### src/rtl/clk_div_gen.sv
// Programmable clock divider: square out_clk, toggle strobe, glitch-free divisor reload at wraps.
// Define CLKDIV_FRAC_EN to add a fractional accumulator that stretches selected half-periods.
module clk_div_gen #(
  parameter int CNT_W       = 16,
  parameter int DEFAULT_DIV = 260,
  parameter int FRAC_W      = 8
) (
  input  logic              clk,
  input  logic              rst,
  input  logic              en,
  input  logic [CNT_W-1:0]  div_in,
  input  logic [FRAC_W-1:0] frac_in,
  input  logic              div_load,
  output logic              div_ack,
  output logic              out_clk,
  output logic              tick
);

  localparam logic [CNT_W-1:0] DEF_DIV = CNT_W'(DEFAULT_DIV);

  logic [CNT_W-1:0] cnt_q, cnt_d;
  logic [CNT_W-1:0] div_q, div_d;
  logic [CNT_W-1:0] stage_div_q, stage_div_d;
  logic             pend_q, pend_d;
  logic             out_clk_q, out_clk_d;
  logic             tick_q, tick_d;
  logic             ack_q, ack_d;
  logic             at_limit;
  logic             wrap;

`ifdef CLKDIV_FRAC_EN
  logic [FRAC_W-1:0] frac_q, frac_d;
  logic [FRAC_W-1:0] stage_frac_q, stage_frac_d;
  logic [FRAC_W-1:0] acc_q, acc_d;
  logic [FRAC_W-1:0] frac_nxt;
  logic [FRAC_W:0]   acc_sum;
  logic              ext_q, ext_d;

  // A carried half-period holds cnt at div_r for one extra cycle instead of
  // counting to div_r+1, so the comparison never needs a wider counter.
  assign at_limit = (cnt_q == div_q);
  assign wrap     = en && at_limit && !ext_q;
  assign frac_nxt = pend_q ? stage_frac_q : frac_q;
  assign acc_sum  = {1'b0, acc_q} + {1'b0, frac_nxt};
`else
  logic unused_frac;

  assign unused_frac = ^frac_in;
  assign at_limit    = (cnt_q == div_q);
  assign wrap        = en && at_limit;
`endif

  // NOTE: every signal gets a default at the top of the comb block so no path
  // leaves it unassigned, which would otherwise infer a latch.
  always_comb begin
    cnt_d       = cnt_q;
    div_d       = div_q;
    stage_div_d = stage_div_q;
    pend_d      = pend_q;
    out_clk_d   = out_clk_q;
    tick_d      = 1'b0;
    ack_d       = 1'b0;
`ifdef CLKDIV_FRAC_EN
    frac_d       = frac_q;
    stage_frac_d = stage_frac_q;
    acc_d        = acc_q;
    ext_d        = ext_q;
`endif

    if (wrap) begin
      cnt_d     = '0;
      out_clk_d = ~out_clk_q;
      tick_d    = 1'b1;
      if (pend_q) begin
        div_d  = stage_div_q;
        ack_d  = 1'b1;
        pend_d = 1'b0;
      end
`ifdef CLKDIV_FRAC_EN
      frac_d = frac_nxt;
      acc_d  = acc_sum[FRAC_W-1:0];
      ext_d  = acc_sum[FRAC_W];
`endif
    end else if (en) begin
      if (!at_limit) begin
        cnt_d = cnt_q + 1'b1;
      end
`ifdef CLKDIV_FRAC_EN
      else begin
        ext_d = 1'b0;
      end
`endif
    end

    // A load coinciding with a wrap stages for the next wrap; the value
    // pending before it has already been consumed above.
    if (div_load) begin
      stage_div_d = div_in;
      pend_d      = 1'b1;
`ifdef CLKDIV_FRAC_EN
      stage_frac_d = frac_in;
`endif
    end
  end

  // NOTE: sequential state uses non-blocking assignments only, so every
  // register samples the pre-edge values regardless of statement order.
  always_ff @(posedge clk or negedge rst) begin
    if (!rst) begin
      cnt_q       <= '0;
      div_q       <= DEF_DIV;
      stage_div_q <= '0;
      pend_q      <= 1'b0;
      out_clk_q   <= 1'b0;
      tick_q      <= 1'b0;
      ack_q       <= 1'b0;
`ifdef CLKDIV_FRAC_EN
      frac_q       <= '0;
      stage_frac_q <= '0;
      acc_q        <= '0;
      ext_q        <= 1'b0;
`endif
    end else begin
      cnt_q       <= cnt_d;
      div_q       <= div_d;
      stage_div_q <= stage_div_d;
      pend_q      <= pend_d;
      out_clk_q   <= out_clk_d;
      tick_q      <= tick_d;
      ack_q       <= ack_d;
`ifdef CLKDIV_FRAC_EN
      frac_q       <= frac_d;
      stage_frac_q <= stage_frac_d;
      acc_q        <= acc_d;
      ext_q        <= ext_d;
`endif
    end
  end

  assign out_clk = out_clk_q;
  assign tick    = tick_q;
  assign div_ack = ack_q;

endmodule

### config.mk
export PLATFORM = sky130hd
export DESIGN_NAME = clk_div_gen
export DESIGN_NICKNAME = d
export VERILOG_FILES = /design/src/rtl/clk_div_gen.sv
export SDC_FILE = /design/constraint.sdc
export NUM_CORES = 1
export LEC_CHECK = 0
export CAP_MARGIN = 40
export CORE_MARGIN = 2
export CORE_UTILIZATION = 58
export CTS_BUF_LIST = sky130_fd_sc_hd__clkbuf_16
export DETAILED_ROUTE_END_ITERATION = 10
export PLACE_DENSITY = 0.84
export SETUP_SLACK_MARGIN = 0.4
export SLEW_MARGIN = 15
export SYNTH_ARGS = -nofsm -noshare
export SYNTH_HDL_FRONTEND = slang
export SYNTH_SLANG_ARGS = --single-unit
export TNS_END_PERCENT = 5
### constraint.sdc
create_clock -name clk -period 3.85 [get_ports clk]
set_input_delay 0.77 -clock clk [delete_from_list [all_inputs] [get_ports clk]]
set_output_delay 0.77 -clock clk [all_outputs]
set_load 0.005 [all_outputs]
# Word level (Yosys, flattened, before mapping)
# Index checks and enable logic that the tools add are counted.
[op_classes]
n_addsub = 1
eq_ne = 2
n_mux = 8
bitwise_logic = 1
n_reduce_logical = 5
[ops]
columns = ["cell", "n"]
rows = [
  ["$mux 16", 3],
  ["$add 16x1->16 const B", 1],
  ["$eq 16x16->1", 1],
  ["$mux 1", 5],
  ["$reduce_and 2->1", 2],
  ["$reduce_bool 2->1", 2],
  ["$ne 2x1->1 const B", 1],
  ["$logic_and 1x1->1", 1],
  ["$not 1->1", 1],
]
[word_totals]
regBits = 52
input_bits = 28
output_inout_bits = 3
wordCells = 24

# Logic depth before layout (Yosys ltp)
[logic_depth]
word_depth = 4
ltp_mapped = 7
depth_no_buf = 6

# Worst setup path after synthesis
# No wires, ideal clock.
[synth_path]
path_type = "register to register"
from = "register div_q[2]"
to = "register div_q[10]"
setup_ps = 125
t_arrival_ps = 1930
t_required_ps = 3725
path_slack_ps = 1795
path_stages_with_launch = 7
cell_sequence = "dfstp_2 -> xor2_1 -> a2111o_1 -> a2111oi_4 -> nand3_4 -> buf_6 -> mux2_4"
[synth_between]
elab_chain_len = 3
[synth_lines]
columns = ["item", "line_no", "source"]
rows = [
  ["from (decl)", "22", "logic [CNT_W-1:0] div_q, div_d;"],
  ["from (signal assigned)", "125", "div_q <= div_d;"],
  ["$eq 16x16->1", "49", "assign at_limit = (cnt_q == div_q);"],
  ["$logic_and 1x1->1", "50", "assign wrap = en && at_limit;"],
  ["$reduce_and 2->1 (no line)", "--", ""],
]
# Every way passes these cells.
# A chain may end at the register's enable or synchronous reset.

# Worst setup path after layout
[layout_path]
from = "input en"
to = "register div_q[3]"
[layout_between]
elab_chain_len = 2
[layout_lines]
columns = ["item", "line_no", "source"]
rows = [
  ["from (decl)", "10", "input logic en,"],
  ["$logic_and 1x1->1", "50", ""],
  ["$reduce_and 2->1 (no line)", "--", ""],
]
# Every way passes these cells.

==> reports/results.txt <==
The flow ran to the end, and the final reports show no timing, DRC or antenna violations. The detail route stage leaves a number of antenna-violating nets equal to 0. The tools report the diode insertion count for antenna repair as 0.

The run gives 1.25 nW as the leakage power total. The die is 67.2 um tall. The slew at the pin with the worst max-slew slack came out at 0.776 ns. The run gives 0 as the initial antenna violation count. The post-route clock skew is 0.00420 ns, and the relative area change from synthesis to final layout is 18.8%. Along the worst path, the maximum fanout reaches 16. The mapped netlist covers 2310 sq um. The core region is 3740 sq um. The number of buffers inserted for hold repair after clock tree synthesis is 0. The pre-antenna-repair detailed-routing pass consisted of 4 iterations. Dividing the detail-routed wire length by the instance count gives 16.9 um. Sum of met2 wire segment lengths after detailed routing: 2.21 mm.

Timing would allow up to 0.404 GHz. The run gives 1565 as the number of global-route vias before repair. DRC violation count after routing: 0. The tools report the largest net degree at the start of global routing as 31.

The die is 67.2 um wide. Yosys printed 0 warnings. The number of hold-slack violations in the final timing report is 0. Total power for the finished layout comes to 1.30 mW. The total track usage came out at 23.3%. The sum of routed wire segments on met1 came out at 1.84 mm.

In this run the register-to-register setup slack is 1.60 ns. The number of nets handed over by synthesis was 207. For the clock latency of the later-clocked register in the worst-skew pair, the log shows 0.29 ns.

The share of total power dissipated in combinational logic is 12.8%. The tools report the quantity of gates resized following cts as 0. H-tree depth reported by CTS: 2.

The minimum clock period was 2.48 ns. Net switching share of the total power: 24.4%. The global-route congestion overflow total was 0. Type of the worst min-delay path: in -> async.

The number of cells on the worst reg-to-reg path is 5. The tools report the cell internal power dissipation as 0.980 mW. For the number of rows created at floorplan, the log shows 22. The endpoint identified for the worst register-to-register timing path is div_q[3]$_DFFE_PN0P_. In this run, flip-flops and latches consume 49.5% of the power. The synthesized area per cell was 13.0 sq um. For the final routed database, the setup TNS stands at 0 ns. Dividing total power by cell area gives a power density of 471 nW/um^2. Wire length of the first global-routing pass: 7.51 mm. The wire-length estimate of the detail-placed layout is 3.03 mm.

For the worst relative slew slack, the log shows 48.1%. Dividing the final minimum period by the clock period gives 64.3%. The share of the core filled with cells in the final layout came out at 73.5%. The run gives 2 as the number of buffers on the longest clock path.

The number of input and output port buffers inserted was 22. By startpoint and endpoint, the worst setup path is classified as in -> reg. In this run the post-CTS setup repair buffer count came out at 0. The tools report the kind of start point of the critical path as an input pin.

After clock tree synthesis, the clock-pin slew on the worst setup and hold paths is 0.06 ns. The placed instances occupy a cell area of 2590 sq um. Final hold analysis gives a worst-case slack of 0.456 ns. The tools report the cell chosen for the clock root as sky130_fd_sc_hd__clkbuf_16. The final cell area excluding filler cells is 2750 sq um.

The run gives 2.65 ns as the critical path arrival. The congestion estimate from routability-driven global placement came to 0.846. In this run, the number of DRC markers left after iteration 0 of detailed routing was 90. The number of register bits inferred by synthesis was 52; the cell count after synthesis was 178. After synthesis, the netlist uses 30 different library cells.

The worst-case IR drop observed on VDD is 338 uV. The die covers 4510 sq um. For the via count of the routed design, the log shows 1397.

Setup repair after global routing left no endpoint under its margin. Number of buffers inserted during clock tree synthesis: 5. For this run, the post-layout net count is 233. Routed signal wires occupy layers up through met4. In this run the power spent charging and discharging nets is 0.316 mW.

The top-level port count is 31, and the mean number of vias per cell is 5.52. The routed design has 4.27 mm of wire. The sequential share of the synthesized area came out at 56.3%. TritonCTS built the clock tree. Data on the critical path is required at its endpoint by 4.02 ns. The share of final-layout standard cells stronger than drive strength 1 works out to 22.0%. The number of slew-limit violations in the final report was 0; the met3 wire length was 160 um. Setup violations remaining at the end of the flow were counted as 0. The initial utilization of the core area, before any placement, comes to 61.8%.

The origin of the critical flop-to-flop path is div_q[2]$_DFFE_PN1P_. The clock group share of total power is 37.7%. Max-cap violations in this run came to 0. The tools report the kind of capture point of the worst setup path as a flip-flop. The tree built by TritonCTS fans out to 52 sinks.
## synth_stat cells
master / number / area [sq um]
sky130_fd_sc_hd__buf_2: 1 / 5.00
sky130_fd_sc_hd__mux2_4: 10 / 150
sky130_fd_sc_hd__nor2_1: 18 / 67.6
sky130_fd_sc_hd__and3_1: 2 / 12.5
sky130_fd_sc_hd__dfrtp_1: 50 / 1250
sky130_fd_sc_hd__inv_1: 6 / 22.5
sky130_fd_sc_hd__clkinv_1: 1 / 3.75
sky130_fd_sc_hd__xor2_1: 10 / 87.6
sky130_fd_sc_hd__a21o_1: 1 / 7.51
sky130_fd_sc_hd__nand2b_1: 2 / 12.5
sky130_fd_sc_hd__nand2_1: 7 / 26.3
sky130_fd_sc_hd__buf_1: 1 / 3.75
sky130_fd_sc_hd__nor4_1: 2 / 12.5
sky130_fd_sc_hd__a2111o_1: 1 / 11.3
sky130_fd_sc_hd__xnor2_1: 18 / 158
sky130_fd_sc_hd__clkbuf_1: 1 / 3.75
sky130_fd_sc_hd__and2_1: 1 / 6.26
sky130_fd_sc_hd__o221ai_1: 1 / 8.76
sky130_fd_sc_hd__nor2b_1: 1 / 6.26
sky130_fd_sc_hd__a2111oi_4: 1 / 27.5
sky130_fd_sc_hd__nand4_1: 4 / 25.0
sky130_fd_sc_hd__dfstp_2: 2 / 52.6
sky130_fd_sc_hd__mux2_2: 22 / 248
sky130_fd_sc_hd__o2bb2ai_1: 1 / 8.76
sky130_fd_sc_hd__nor3_1: 2 / 10.0
sky130_fd_sc_hd__ha_1: 1 / 12.5
sky130_fd_sc_hd__o21ai_0: 1 / 5.00
sky130_fd_sc_hd__nand3_1: 8 / 40.0
sky130_fd_sc_hd__nand3_4: 1 / 17.5
sky130_fd_sc_hd__buf_6: 1 / 11.3
## worst max-delay path by stage
stage / startpoint / endpoint
2_1_floorplan: div_q[2]$_DFFE_PN1P_ / div_q[10]$_DFFE_PN0P_
3_3_place_gp: en / div_q[3]$_DFFE_PN0P_
3_5_place_dp: en / div_q[9]$_DFFE_PN0P_
4_1_cts: en / div_q[3]$_DFFE_PN0P_
5_1_grt: en / div_q[5]$_DFFE_PN0P_
6_report: en / div_q[3]$_DFFE_PN0P_
## cell type report
type,instances,area (sq um)
Tap cell,48,60.1
Fill cell,272,993
Multi-Input combinational cell,115,961
Clock inverter,3,38.8
Clock buffer,5,125
Timing Repair Buffer,23,235
Inverter,7,26.3
Sequential cell,52,1300
## worst max-delay path, stage by stage
cell                              delay, ns
sky130_fd_sc_hd__clkdlybuf4s50_1       0.58
sky130_fd_sc_hd__inv_1                 0.14
sky130_fd_sc_hd__a2111oi_4             0.43
sky130_fd_sc_hd__nand3_4               0.33
sky130_fd_sc_hd__mux2_4                0.39
## cells in the final DEF, fill, tap and decap left out, types with 4 or more instances in the layout
cell	n
sky130_fd_sc_hd__clkbuf_16	5
sky130_fd_sc_hd__clkdlybuf4s50_1	21
sky130_fd_sc_hd__dfrtp_1	50
sky130_fd_sc_hd__inv_1	7
sky130_fd_sc_hd__mux2_2	22
sky130_fd_sc_hd__mux2_4	10
sky130_fd_sc_hd__nand2_1	7
sky130_fd_sc_hd__nand3_1	8
sky130_fd_sc_hd__nand4_1	4
sky130_fd_sc_hd__nor2_1	18
sky130_fd_sc_hd__xnor2_1	18
sky130_fd_sc_hd__xor2_1	10
## routing by layer
layer | GRT usage (%) | vias up
met2 | 40.2 | 23
met1 | 28.9 | 713
li1 | - | 654
met3 | 6.17 | 7
met5 | 0 | -
met4 | 6.89 | 0
## registers in the layout (all words and copies together), names as in the netlist
register,count
cnt_q,16
div_q,16
stage_div_q,16
tick,1
pend_q,1
div_ack,1
out_clk,1
## metrics by stage
| stage | setup slack [ns] | instances |
|---|---|---|
| 3_5_place_dp | 1.07 | 245 |
| 3_3_place_gp | 1.13 | 244 |
| 5_1_grt | 1.26 | 253 |
| 2_1_floorplan | 1.79 | 178 |
| 4_1_cts | 1.36 | 253 |
| 6_report | 1.37 | 253 |
## power by group through the flow
| stage | Sequential [mW] | Combinational [mW] | Clock (mW) |
|---|---|---|---|
| 2_1_floorplan | 0.636 | 0.110 | 0 |
| 3_3_place_gp | 0.644 | 0.152 | 0 |
| 3_5_place_dp | 0.649 | 0.165 | 0 |
| 4_1_cts | 0.641 | 0.167 | 0.497 |
| 5_1_grt | 0.649 | 0.184 | 0.516 |
| 6_report | 0.641 | 0.165 | 0.489 |
## cell families after synthesis
family                     count (synthesis)  share of synthesized area [%]
DFF                                       52                           56.3
and+or+nand+nor                           48                           10.2
muxes                                     32                           17.2
xor gates and xnor gates                  28                           10.6
buffers and inverters                     11                           2.16
AOI/OAI and AO/OA                          6                           2.97
adders and majority gates                  1                          0.540
Note: power is estimated with default switching activity, not from simulation.
